$ cat config.mk
export PLATFORM = sky130hd
export DESIGN_NAME = seg_min_decoder_flat
export DESIGN_NICKNAME = d
export VERILOG_FILES = /design/src/rtl/seg_min_if.sv /design/src/rtl/seg_min_decoder.sv /design/src/flat_wrapper.sv
export SDC_FILE = /design/constraint.sdc
export NUM_CORES = 1
export LEC_CHECK = 0
export ABC_AREA = 0
export ABC_CLOCK_PERIOD_IN_PS = 3850
export BUFFER_PORTS_ARGS = -buffer_cell sky130_fd_sc_hd__buf_2
export CAP_MARGIN = 40
export CORE_MARGIN = 5
export CORE_UTILIZATION = 45
export DETAILED_ROUTE_END_ITERATION = 8
export MAX_ROUTING_LAYER = met4
export SYNTH_ARGS = -nofsm -noshare
export SYNTH_HDL_FRONTEND = slang
export SYNTH_SLANG_ARGS = --single-unit
$ cat constraint.sdc
create_clock -name clk -period 3.85 [get_ports clk]
set_clock_uncertainty 0.1 [all_clocks]
set_input_delay 0 -clock clk [delete_from_list [all_inputs] [get_ports clk]]
set_output_delay 0 -clock clk [all_outputs]
set_load 0.005 [all_outputs]
$ cat src/rtl/seg_min_if.sv
// seg_min_if: segment-pattern sample bus and decoded-minute result bus
// Ports (via modports):
//   sample_en, seg1, seg10              driven by the pattern source (master)
//   min_val, min_valid, dec_err, busy   driven by the decoder (slave)
interface seg_min_if;
    logic       sample_en;
    logic [6:0] seg1;
    logic [6:0] seg10;
    logic [5:0] min_val;
    logic       min_valid;
    logic       dec_err;
    logic       busy;
    modport master (output sample_en, seg1, seg10, input min_val, min_valid, dec_err, busy);
    modport slave  (input sample_en, seg1, seg10, output min_val, min_valid, dec_err, busy);
endinterface

$ cat src/rtl/seg_min_decoder.sv
// seg_min_decoder: recovers a binary minute (0-59) from a debounced pair of active-low 7-segment digits
// Ports:
//   clk       rising-edge clock
//   rst       synchronous active-high reset
//   bus       seg_min_if.slave: sample_en/seg1/seg10 in; min_val/min_valid/dec_err/busy out
// Parameter STABLE_CNT: consecutive identical samples (1-15) needed to accept a pair.
// Optional macro SEG_LEADING_BLANK_EN: a blank tens digit (7'b1111111) reads as 0.
module seg_min_decoder #(
    parameter int STABLE_CNT = 4
) (
    input  logic      clk,
    input  logic      rst,
    seg_min_if.slave  bus
);
    typedef enum logic [1:0] {IDLE, TRACK, LOCKED} state_t;
    localparam logic [3:0] SC = 4'(STABLE_CNT);

    state_t      state, state_n;
    logic [3:0]  cnt, cnt_n;
    logic [13:0] prev_pair;
    logic        first_lock;
    logic [5:0]  min_val;
    logic        min_valid, dec_err;
    logic [13:0] pair;
    logic        diff, upd, acc, legal, load;
    logic [4:0]  u_dec, t_dec;
    logic [6:0]  val7;

    // {legal, digit}
    function automatic logic [4:0] dec_digit(input logic [6:0] s);
        case (s)
            7'b1000000: return {1'b1, 4'd0};
            7'b1111001: return {1'b1, 4'd1};
            7'b0100100: return {1'b1, 4'd2};
            7'b0110000: return {1'b1, 4'd3};
            7'b0011001: return {1'b1, 4'd4};
            7'b0010010: return {1'b1, 4'd5};
            7'b0000010: return {1'b1, 4'd6};
            7'b1111000: return {1'b1, 4'd7};
            7'b0000000: return {1'b1, 4'd8};
            7'b0010000: return {1'b1, 4'd9};
            default:    return 5'd0;
        endcase
    endfunction

    assign pair  = {bus.seg10, bus.seg1};
    assign u_dec = dec_digit(bus.seg1);
`ifdef SEG_LEADING_BLANK_EN
    assign t_dec = (bus.seg10 == 7'b1111111) ? {1'b1, 4'd0} : dec_digit(bus.seg10);
`else
    assign t_dec = dec_digit(bus.seg10);
`endif
    assign val7  = {3'd0, t_dec[3:0]} * 7'd10 + {3'd0, u_dec[3:0]};
    // val7 < 60 is implied by tens <= 5; kept as a cheap sanity bound
    assign legal = u_dec[4] & t_dec[4] & (t_dec[3:0] <= 4'd5) & (val7 < 7'd60);

    always_ff @(posedge clk) begin
        if (rst) state <= IDLE;
        else state <= state_n;
    end

    // A sample updates tracking unless it merely repeats an already locked pair
    always_comb begin
        diff    = pair != prev_pair;
        upd     = bus.sample_en && !(state == LOCKED && !diff);
        cnt_n   = !upd ? cnt : (state == TRACK && !diff) ? ((cnt == SC) ? cnt : cnt + 4'd1) : 4'd1;
        state_n = !upd ? state : (cnt_n == SC) ? LOCKED : TRACK;
        acc     = upd && cnt_n == SC;
    end

    always_comb begin
        load     = acc && legal && (val7[5:0] != min_val || first_lock);
        bus.busy = state == TRACK;
    end

    always_ff @(posedge clk) begin
        if (rst) begin
            cnt        <= 4'd0;
            prev_pair  <= 14'h3fff;
            first_lock <= 1'b1;
            min_val    <= 6'd0;
            min_valid  <= 1'b0;
            dec_err    <= 1'b0;
        end else begin
            cnt        <= cnt_n;
            prev_pair  <= upd ? pair : prev_pair;
            first_lock <= (acc && legal) ? 1'b0 : first_lock;
            min_val    <= load ? val7[5:0] : min_val;
            min_valid  <= load;
            dec_err    <= acc && !legal;
        end
    end

    assign bus.min_val   = min_val;
    assign bus.min_valid = min_valid;
    assign bus.dec_err   = dec_err;
endmodule

$ cat src/flat_wrapper.sv
// flat-port wrapper written by rule: the top's interface ports become plain ports
module seg_min_decoder_flat 
#(
    parameter int STABLE_CNT = 4
)
  (clk, rst, bus_sample_en, bus_seg1, bus_seg10, bus_min_val, bus_min_valid, bus_dec_err, bus_busy);
  seg_min_if bus_i ();
  input  logic clk;
  input  logic rst;
  input wire logic [$bits(bus_i.sample_en)-1:0] bus_sample_en;
  input wire logic [$bits(bus_i.seg1)-1:0] bus_seg1;
  input wire logic [$bits(bus_i.seg10)-1:0] bus_seg10;
  output wire logic [$bits(bus_i.min_val)-1:0] bus_min_val;
  output wire logic [$bits(bus_i.min_valid)-1:0] bus_min_valid;
  output wire logic [$bits(bus_i.dec_err)-1:0] bus_dec_err;
  output wire logic [$bits(bus_i.busy)-1:0] bus_busy;
  assign bus_i.sample_en = bus_sample_en;
  assign bus_i.seg1 = bus_seg1;
  assign bus_i.seg10 = bus_seg10;
  assign bus_min_val = bus_i.min_val;
  assign bus_min_valid = bus_i.min_valid;
  assign bus_dec_err = bus_i.dec_err;
  assign bus_busy = bus_i.busy;
  seg_min_decoder #(.STABLE_CNT(STABLE_CNT)) u_core (.clk(clk), .rst(rst), .bus(bus_i));
endmodule
# Word level (Yosys, flattened, before mapping)
# Cells that the tools add are included.
[word_totals]
inputBits = 17
out_inout_bits = 9
reg_bits = 29
wordCells = 58
[op_classes]
n_bitwise = 3
addsub = 2
eq_ne = 24
muxes = 6
multipliers = 1
magnitude_cmp = 2
n_reduce_logical = 13
[ops]
columns = ["op", "n"]
rows = [
  ["case mux 5 bit (10 select lines)", 2],
  ["== test 7 x 5 -> 1 bit (second input constant)", 6],
  ["== test 7 bit (second input constant)", 6],
  ["== test 7 x 6 -> 1 bit (second input constant)", 4],
  ["== test 7 x 2 -> 1 bit (second input constant)", 2],
  ["zero test 7 bit", 2],
  ["!= test 14 bit", 1],
  ["2-to-1 mux 4 bit", 3],
  ["== test 4 x 3 -> 1 bit (second input constant)", 2],
  ["adder 7 x 4 -> 7 bit", 1],
  ["logical AND 1 bit", 7],
  ["< comparator 7 x 6 -> 1 bit (second input constant)", 1],
  ["multiplier 4 x 3 -> 6 bit (second input constant)", 1],
  ["!= test 6 bit", 1],
  ["adder 4 x 1 -> 4 bit (second input constant)", 1],
  ["<= comparator 4 x 3 -> 1 bit (second input constant)", 1],
  ["AND 1 bit", 3],
  ["zero test 1 bit", 3],
  ["== test 2 x 1 -> 1 bit (second input constant)", 1],
  ["== test 2 bit (second input constant)", 1],
  ["2-to-1 mux 2 bit", 1],
  ["logical OR 1 bit", 1],
]

# Logic depth before layout (Yosys ltp)
# Gate-level depths: netlist (run 1).
[depth]
word_depth = 10
ltp_mapped = 14
depth_no_buf = 13

# Least setup slack after synthesis (run 1)
# Ideal clock, no wire load.
[synth_path]
path_type = "input to register"
from = "input port bus_seg10[2]"
to = "register u_core.min_val[3] (netlist: u_core.bus.min_val[3])"
arrival_time_ns = 2.824
n_path_buf = 1
setup_ns = 0.121
required_ns = 3.629
path_stages = 13
path_slack_ns = 0.805
cell_sequence = "clkbuf_1 > nand2b_1 > a21oi_1 > o21a_1 > inv_1 > nand2_1 > ha_1 > fa_1 > nand2_1 > o32ai_1 > o221ai_4 > nor3_4 > mux2_4"
[synth_between]
elab_chain_cells = 10
elab_cells_between_ends = 32
classes_between = "add/sub (1); mul (1); order compare (2); eq/ne (12); mux (3); bitwise (3); reduce/logical (10)"
[synth_rtl]
columns = ["element", "line_no", "rtl"]
rows = [
  ["from (decl)", "flat_wrapper.sv:12", "input wire logic [$bits(bus_i.seg10)-1:0] bus_seg10;"],
  ["branches (longest 10 deep; another with adder 7 x 4 -> 7 bit)", "--", ""],
  ["to (signal assigned)", "seg_min_decoder.sv:88", "min_val <= load ? val7[5:0] : min_val;"],
  ["to (decl)", "seg_min_decoder.sv:22", "logic [5:0] min_val;"],
]
# Several ways; the timed one is not identified.
# A chain may end at the register's enable or synchronous reset.

# Worst setup path in the final report (run 1)
[layout_path]
from = "input port bus_seg10[1]"
to = "register u_core.min_val[3] (netlist: u_core.bus.min_val[3])"
# Same word-level chain as after synthesis.

==> results of run 1 <==
==> power by group through the flow <==
| stage | combinational [W] | clock (W) | sequential [W] |
|---|---|---|---|
| floorplan | 0.000103 | 0 | 0.000325 |
| global placement | 0.000125 | 0 | 0.000327 |
| detailed placement | 0.000126 | 0 | 0.000327 |
| CTS | 0.000127 | 0.000294 | 0.000320 |
| global route | 0.000141 | 0.000306 | 0.000321 |
| finish | 0.000127 | 0.000281 | 0.000320 |
==> state kept, by name (all words and copies together), names as in the netlist <==
name	cells
u_core.prev_pair	14
u_core.bus.min_val	6
u_core.state	2
u_core.cnt	4
u_core.bus.dec_err	1
u_core.bus.min_valid	1
u_core.first_lock	1
==> per-stage QoR <==
step | std cells | worst slack [ps] | hold WS, ps | total power, W
after floorplan | 260 | 805 | 68.1 | 0.000429
after global placement | 336 | 558 | 249 | 0.000452
after detailed placement | 336 | 501 | 251 | 0.000453
after CTS | 345 | 792 | 29.3 | 0.000742
after global routing | 345 | 498 | 71.8 | 0.000769
final | 345 | 786 | 29.0 | 0.000729
==> synth_stat cells, types with 2 or more instances <==
cell type / n
a32oi_1: 3
nand2b_1: 8
a21oi_1: 10
nor2b_1: 5
o2111ai_1: 4
a21o_1: 2
nand4_1: 6
mux2i_1: 3
a211o_1: 14
nor3_1: 8
and3_1: 2
xor2_1: 18
a211oi_1: 2
dfxtp_1: 29
ha_1: 7
clkbuf_1: 4
mux2_4: 2
nor4_4: 3
xnor2_1: 8
buf_6: 3
buf_4: 2
nor3b_1: 2
nand3b_1: 3
nor4_2: 2
fa_1: 2
nor2_1: 30
buf_2: 8
nand3_1: 4
a21o_2: 2
o21ai_1: 2
a31oi_1: 2
o21ai_0: 3
and2_1: 2
o21a_1: 2
nand2_1: 7
inv_1: 19
==> worst reg2reg max path, stage by stage (launching register included) <==
cell and delay (ps):
dfxtp_1 350, inv_1 90, ha_1 190, nor2_1 50, mux2_1 310, and4bb_2 370, o2111ai_4 130, nor3_4 310
mux2_4 320
==> cell type report <==
class                   instances  area (µm²)  area share
clock buffers                   7        96.3      0.0386
clock inverters                 1        5.00     0.00201
inverters                      19        71.3      0.0286
multi-input cells             195        1520       0.608
flip-flops and latches         29         581       0.233
well taps                      67        83.8      0.0336
repair buffers                 27         143      0.0571
==> logic make-up (layout without fill, tap and decap cells) <==
family,Yosys count,after routing,synth area share
other,1,1,0.00165
xor gates and xnor gates,27,27,0.107
muxes,6,6,0.0314
DFF,29,29,0.256
adders and majority gates,9,9,0.0562
buffers and inverters,36,54,0.0771
AOI/OAI and AO/OA,58,58,0.210
and+or+nand+nor,94,94,0.260
==> per-layer routing <==
metal  vias up  GRT usage
li1        955          -
met1       884      0.213
met2        33      0.259
met3         8     0.0344
met4         0     0.0591
met5         -          -
==> worst max-delay path by stage <==
stage / from / end / depth (start not counted) / slack, ps
final: bus_seg10[1] / u_core.bus.min_val[3] / 13 / 790
after global routing: bus_seg10[3] / u_core.bus.min_val[5] / 13 / 500
after CTS: bus_seg10[1] / u_core.bus.min_val[5] / 13 / 790
after detailed placement: bus_seg10[1] / u_core.bus.min_val[5] / 13 / 500
after global placement: bus_seg10[1] / u_core.bus.min_val[3] / 13 / 560
after floorplan: bus_seg10[2] / u_core.bus.min_val[3] / 13 / 800
==> impl_summary.txt, run 1 <==
----------------------------------------------------
[Route]
  DRT antenna net count ... 0
  Routed met3 length ... 165 µm
  Sum of routed wire segments on met1 ... 2420 µm
  Post-detailed-route via-to-cell ratio ... 5.45
  Detail Route met2 WL ... 2250 µm
  Detailed-route wire length ... 4910 µm
  Initial drt markers ... 78
  Drt wl/cell ... 14.2 µm
  Number of vias after detailed routing ... 1880
  Remaining routing DRC violations ... 0
  Highest routed metal layer ... met4
  Number of detailed-routing iterations run before antenna repair ... 4

[Critical path]
  Critical path's most frequent cell ... ha_1
  Critical Path End Type ... register
  Register-to-register setup slack ... 1520 ps
  Number of buffer and inverter stages on the critical path ... 1
  FF-to-FF path depth ... 8
  Cell with the largest stage delay on the worst path ... ha_1
  Biggest fanout along the worst timing path ... 11
  FF-to-FF End ... u_core.bus.min_val[3]
  Reg-to-reg critical path startpoint ... u_core.cnt[0]
  Data arrival time of the worst path ... 3130 ps
  Worst stage delay on the critical path ... 340 ps
  Worst endpoint required time ... 3920 ps
  CP cell instances ... buf_2, nor2b_1, nand4_1, a21o_1, a21oi_1, ha_1, ha_1, o21ai_0, o22ai_1, o32ai_1, o221ai_4, nor3_4, mux2_4
  Top cell family by delay on the critical path ... compound AO/OA/AOI/OAI gates
  Startpoint-to-endpoint class of the critical path ... primary input to register
  Startpoint class of the critical path ... primary input

[Synthesis]
  EDFF count, synth ... 0
  Cells taking the most area after synthesis ... dfxtp_1, xor2_1, a211o_1, nor2_1, ha_1
  Post-synthesis sequential element count ... 29
  Primary FF master, synth ... dfxtp_1
  Proportion of synthesized flip-flops having asynchronous set or reset ... 0
  Portion of synthesized cell area occupied by the leading cell type ... 0.256
  Gate Count Post-Synth ... 260
  Post-synth design cell area ... 2270 µm²
  Share of synthesized area occupied by flip-flops and latches ... 0.256
  Netlist cell types ... 63
  Number of warnings issued by yosys ... 0
  Post-synth net total ... 286
  Post-synthesis cell type with the largest combined area ... dfxtp_1
  Avg Synthesized Cell Area ... 8.74 µm²

[Layout]
  Fillers ... 484
  Most frequent standard cell in the layout excluding fill and tap cells ... nor2_1
  Finished Core Util ... 0.518
  Most frequent cells in the layout ... nor2_1, dfxtp_1, buf_2
  Post-Layout Inst Area ... 2500 µm²
  Number of nets in the layout ... 303
  Final antenna diode count ... 0
  Synthesis-to-layout area growth ... 9.86%
  Fraction of final layout cells sized beyond drive strength 1 ... 0.198

[Power and ir drop]
  Clock Power Share ... 0.386
  Pwr per Cell Area ... 292 nW/µm²
  Net switching component of the power ... 0.000206 W
  Switch share ... 0.282
  Design internal power ... 0.000523 W
  Combinational share of power ... 0.174
  IR Drop Worst-Case VDD ... 0.000174 V
  Proportion of power drawn by flip-flops and latches ... 0.439
  Total leakage power ... 1.05 nW

[Die]
  Full die area ... 6570 µm²
  Floorplan Core Area ... 4820 µm²
  Placement Rows ... 25
  Boundary Pins ... 26
  Chip Width ... 81.1 µm
  Initial cell density of the core ... 0.472
  Die H ... 81.1 µm

[Clock tree]
  Worst-path clk slew ... 60 ps
  TritonCTS clock tree ... yes
  Clock sinks ... 29
  Clock latency reported for the late side of the worst-skew pair ... 280 ps
  Deepest clock path buffer count ... 2
  Number of CTS-inserted buffers ... 5
  Resized cells post-CTS ... 0
  # hold bufs at CTS ... 1
  H-Tree Depth ... 2
  Buffer cell driving the clock tree root ... clkbuf_8
  Number of buffers inserted by post-CTS setup repair ... 0

[Timing]
  Slew Limit Fails ... 0
  Relative max-transition margin ... 0.614
  Final setup TNS ... 0 ps
  Period utilization ... 0.796
  Number of endpoints with negative hold slack in the final report ... 0
  Final critical delay including setup and external delays ... 3060 ps
  Worst Tran Pin Value ... 579 ps
  Maximum achievable frequency ... 326 MHz
  Number of failing setup endpoints in the final timing report ... 0
  RSZ-0062 raised after global routing ... no

[Placed design]
  Post-DP HPWL ... 3670 µm
  Count of input and output buffers ... 25
  Placed cell areas ... 2380 µm²
  Placer Congestion ... 0.886

[Global routing]
  GRT Resource Usage Total ... 0.166
  Global-route wire length before repair ... 8290 µm
  Final global-route overflow total ... 0
  Number of antenna violations at the first check in global routing ... 0
  Largest net degree at the start of global routing ... 34
  Number of global-route vias before repair ... 1766

[Hold path]
  WHS Path Cells ... 4
  Worst min-delay path category ... primary input to register
  Worst hold endpoint ... u_core.prev_pair[2]
  Worst Hold Launch ... bus_seg1[2]

[Flow run]
  Max-cap violations ... 0

[Outcome]
  Status ... finished, final reports clean

----------------------------------------------------
Power figures use the tool's default switching activity.
==> inputs of run 2 (changes only) <==
--- a/config.mk
+++ b/config.mk
@@ -6,13 +6,14 @@
 export NUM_CORES = 1
 export LEC_CHECK = 0
 export ABC_AREA = 0
-export ABC_CLOCK_PERIOD_IN_PS = 3850
+export ABC_CLOCK_PERIOD_IN_PS = 2790
 export BUFFER_PORTS_ARGS = -buffer_cell sky130_fd_sc_hd__buf_2
 export CAP_MARGIN = 40
 export CORE_MARGIN = 5
 export CORE_UTILIZATION = 45
 export DETAILED_ROUTE_END_ITERATION = 8
 export MAX_ROUTING_LAYER = met4
+export PLACE_DENSITY = 0.67
 export SYNTH_ARGS = -nofsm -noshare
 export SYNTH_HDL_FRONTEND = slang
 export SYNTH_SLANG_ARGS = --single-unit
==> constraint.sdc (replaced) <==
create_clock -name clk -period 2.79 [get_ports clk]
set_clock_uncertainty 0.1 [all_clocks]
set_input_delay 0 -clock clk [delete_from_list [all_inputs] [get_ports clk]]
set_output_delay 0 -clock clk [all_outputs]
set_load 0.005 [all_outputs]
==> impl_summary.txt, run 2 (synthesis gave the netlist of run 1 again) <==
----------------------------------------------------
[Layout]
  Most frequent standard cell in the layout excluding fill and tap cells ... buf_4 (was nor2_1)
  Reg with most FFs ... u_core.prev_pair (unchanged)
  Synthesis-to-layout area growth ... 28.4% (was 9.86%)
  Top Registers ... u_core.prev_pair: 14 flops, u_core.bus.min_val: 6 flops, u_core.cnt: 4 flops (unchanged)
  Fillers ... 455 (was 484)
  Final antenna diode count ... 0 (unchanged)
  Final Non-Filler Cells ... 392 (was 345)
  Number of nets in the layout ... 350 (was 303)
  Most frequent cells in the layout ... buf_4, nor2_1, dfxtp_1 (was nor2_1, dfxtp_1, buf_2)
  Fraction of final layout cells sized beyond drive strength 1 ... 0.345 (was 0.198)
  Flip-flop count of the largest register after layout ... 14 (unchanged)

[Global routing]
  Number of antenna violations at the first check in global routing ... 0 (unchanged)
  Number of global-route vias before repair ... 2079 (was 1766)
  Final global-route overflow total ... 0 (unchanged)
  Met3 GRT Util ... 0.0399 (was 0.0344)
  Met2 Resource Use GR ... 0.313 (was 0.259)
  Met1 track utilization from global routing ... 0.219 (was 0.213)
  Grt peak-use layer ... met2 (unchanged)
  Largest net degree at the start of global routing ... 34 (unchanged)
  Global-route wire length before repair ... 9200 µm (was 8290 µm)
  GRT Resource Usage Total ... 0.188 (was 0.166)

[Clock tree]
  Worst-path clk slew ... 70 ps (was 60 ps)
  H-Tree Depth ... 2 (unchanged)
  Clock latency reported for the late side of the worst-skew pair ... 290 ps (was 280 ps)
  Number of CTS-inserted buffers ... 5 (unchanged)
  Buffer cell driving the clock tree root ... clkbuf_8 (unchanged)
  Deepest clock path buffer count ... 2 (unchanged)
  Clock sinks ... 29 (unchanged)
  TritonCTS clock tree ... yes (unchanged)

[Route]
  Remaining routing DRC violations ... 0 (unchanged)
  Post-detailed-route via-to-cell ratio ... 5.17 (was 5.45)
  DRT antenna net count ... 0 (unchanged)
  Detailed-route wire length ... 5400 µm (was 4910 µm)
  Initial drt markers ... 94 (was 78)
  Number of vias after detailed routing ... 2027 (was 1880)
  Drt wl/cell ... 13.8 µm (was 14.2 µm)
  Number of detailed-routing iterations run before antenna repair ... 4 (unchanged)

[Critical path]
  Worst stage delay on the critical path ... 640 ps (was 340 ps)
  Reg-to-reg critical path startpoint ... u_core.cnt[0] (unchanged)
  Biggest fanout along the worst timing path ... 4 (was 11)
  Worst endpoint required time ... 2870 ps (was 3920 ps)
  CP cell instances ... buf_2, buf_4, and3_1, nor2_1, a211oi_2, ha_1, ha_1, fa_2, nand2_1, o32ai_2, o221ai_4, nor3_4, mux2_4 (was buf_2, nor2b_1, nand4_1, a21o_1, a21oi_1, ha_1, ha_1, o21ai_0, o22ai_1, o32ai_1, o221ai_4, nor3_4, mux2_4)
  Top cell family by delay on the critical path ... adder cells (was compound AO/OA/AOI/OAI gates)
  Data arrival time of the worst path ... 2730 ps (was 3130 ps)
  Startpoint class of the critical path ... primary input (unchanged)
  Number of buffer and inverter stages on the critical path ... 2 (was 1)
  Cell with the largest stage delay on the worst path ... fa_2 (was ha_1)
  Startpoint-to-endpoint class of the critical path ... primary input to register (unchanged)
  Source of the critical timing path ... bus_seg10[3] (was bus_seg10[1])
  Critical path's most frequent cell ... ha_1 (unchanged)
  Critical Path End Type ... register (unchanged)

[Timing]
  Maximum achievable frequency ... 378 MHz
  Relative max-transition margin ... 0.618 (was 0.614)
  Setup slack of the critical path after layout ... 145 ps (was 786 ps)
  RSZ-0062 raised after global routing ... no (unchanged)
  Final setup TNS ... 0 ps (unchanged)
  Slew Limit Fails ... 0 (unchanged)
  Final critical delay including setup and external delays ... 2640 ps
  Number of endpoints with negative hold slack in the final report ... 0 (unchanged)
  Worst Tran Pin Value ... 573 ps (was 579 ps)
  Period utilization ... 0.948
  Number of failing setup endpoints in the final timing report ... 0 (unchanged)

[Placed design]
  Count of input and output buffers ... 25 (unchanged)
  Dpl cells ... 383 (was 336)
  Post-DP HPWL ... 4190 µm (was 3670 µm)
  Placer Congestion ... 0.872 (was 0.886)
  Place WS ... -205 ps (was 501 ps)

[Die]
  Boundary Pins ... 26 (unchanged)
  Chip Width ... 81.1 µm (unchanged)
  Placement Rows ... 25 (unchanged)
  Full die area ... 6570 µm² (unchanged)
  Floorplan Core Area ... 4820 µm² (unchanged)
  Die H ... 81.1 µm (unchanged)
  Initial cell density of the core ... 0.472 (unchanged)

[Flow run]
  Max-cap violations ... 0 (unchanged)

[Hold path]
  Worst min-delay path category ... primary input to register (unchanged)
  Worst Hold Launch ... rst (was bus_seg1[2])

[Power and ir drop]
  Pwr per Cell Area ... 387 nW/µm² (was 292 nW/µm²)
  Sum of internal, switching and leakage power ... 0.00113 W (was 0.000729 W)
  IR Drop Worst-Case VDD ... 0.000258 V (was 0.000174 V)
  Total leakage power ... 1.28 nW (was 1.05 nW)

[Outcome]
  Status ... finished, final reports clean (unchanged)

----------------------------------------------------
==> run 2: cell count changes in the layout (fill, tap and decap cells not counted), moves of 2 or more <==
| cell | previous run | this run |
|---|---|---|
| buf_4 | 1 | 48 |
| a21oi_2 | 0 | 2 |
| nor3_2 | 0 | 2 |
| nor3_1 | 8 | 6 |
| ha_1 | 7 | 5 |
| a21oi_1 | 10 | 8 |
==> run 2: stage by stage <==
| stage | area [µm²] | util | hold slack (ps) |
|---|---|---|---|
| after detailed placement | 2780 | 0.578 | 260 |
| after global routing | 2920 | 0.606 | 113 |
| after global placement | 2780 | 0.578 | 249 |
| after floorplan | 2320 | - | 68.1 |
| after CTS | 2910 | 0.604 | 86.4 |
| final | 2920 | 0.606 | 83.3 |
==> run 2: area by class of cell <==
| class | instances | area (µm²) | share of cell area |
|---|---|---|---|
| repair buffers | 74 | 495 | 0.170 |
| inverters | 19 | 71.3 | 0.0244 |
| multi-input cells | 195 | 1570 | 0.538 |
| well taps | 67 | 83.8 | 0.0287 |
| clock inverters | 1 | 30.0 | 0.0103 |
| clock buffers | 7 | 86.3 | 0.0296 |
| flip-flops and latches | 29 | 581 | 0.199 |
==> run 2: worst register-to-register path, cell delays in order (launching register included) <==
cell,delay [ps]
dfxtp_1,360
inv_1,100
ha_1,210
nor2_1,60
mux2_1,300
and4bb_2,360
o2111ai_4,130
nor3_4,280
mux2_4,320
==> run 2: what timing repair did <==
action / CTS / global route
endpoints found under the hold margin: 3 / 0
setup buffers: 0 / 0
setup endpoints to repair: 0 / 2
resized for setup: 0 / 2
hold buffers: 1 / 0
==> run 2: power by group <==
group	leakage (nW)	total (W)	switching, W	internal (W)
Sequential	0.238	0.000442	0.0000112	0.000431
Clock	0.0585	0.000463	0.000172	0.000291
Combinational	0.986	0.000224	0.000118	0.000106
Total	1.28	0.00113	0.000301	0.000827
==> run 2: final timing paths <==
check	end	slack (ps)	cells after the start
worst max-delay path	u_core.bus.min_val[3]	150	13
worst min register to register	u_core.prev_pair[10]	380	1
worst max register to register	u_core.bus.min_val[3]	470	8
worst min-delay path	u_core.cnt[3]	80	2
==> run 2: routing by layer <==
metal,part of all wire,vias to the layer above
met5,0,-
met1,0.45,924
met4,0.025,0
met3,0.043,13
met2,0.48,43
li1,-,1047
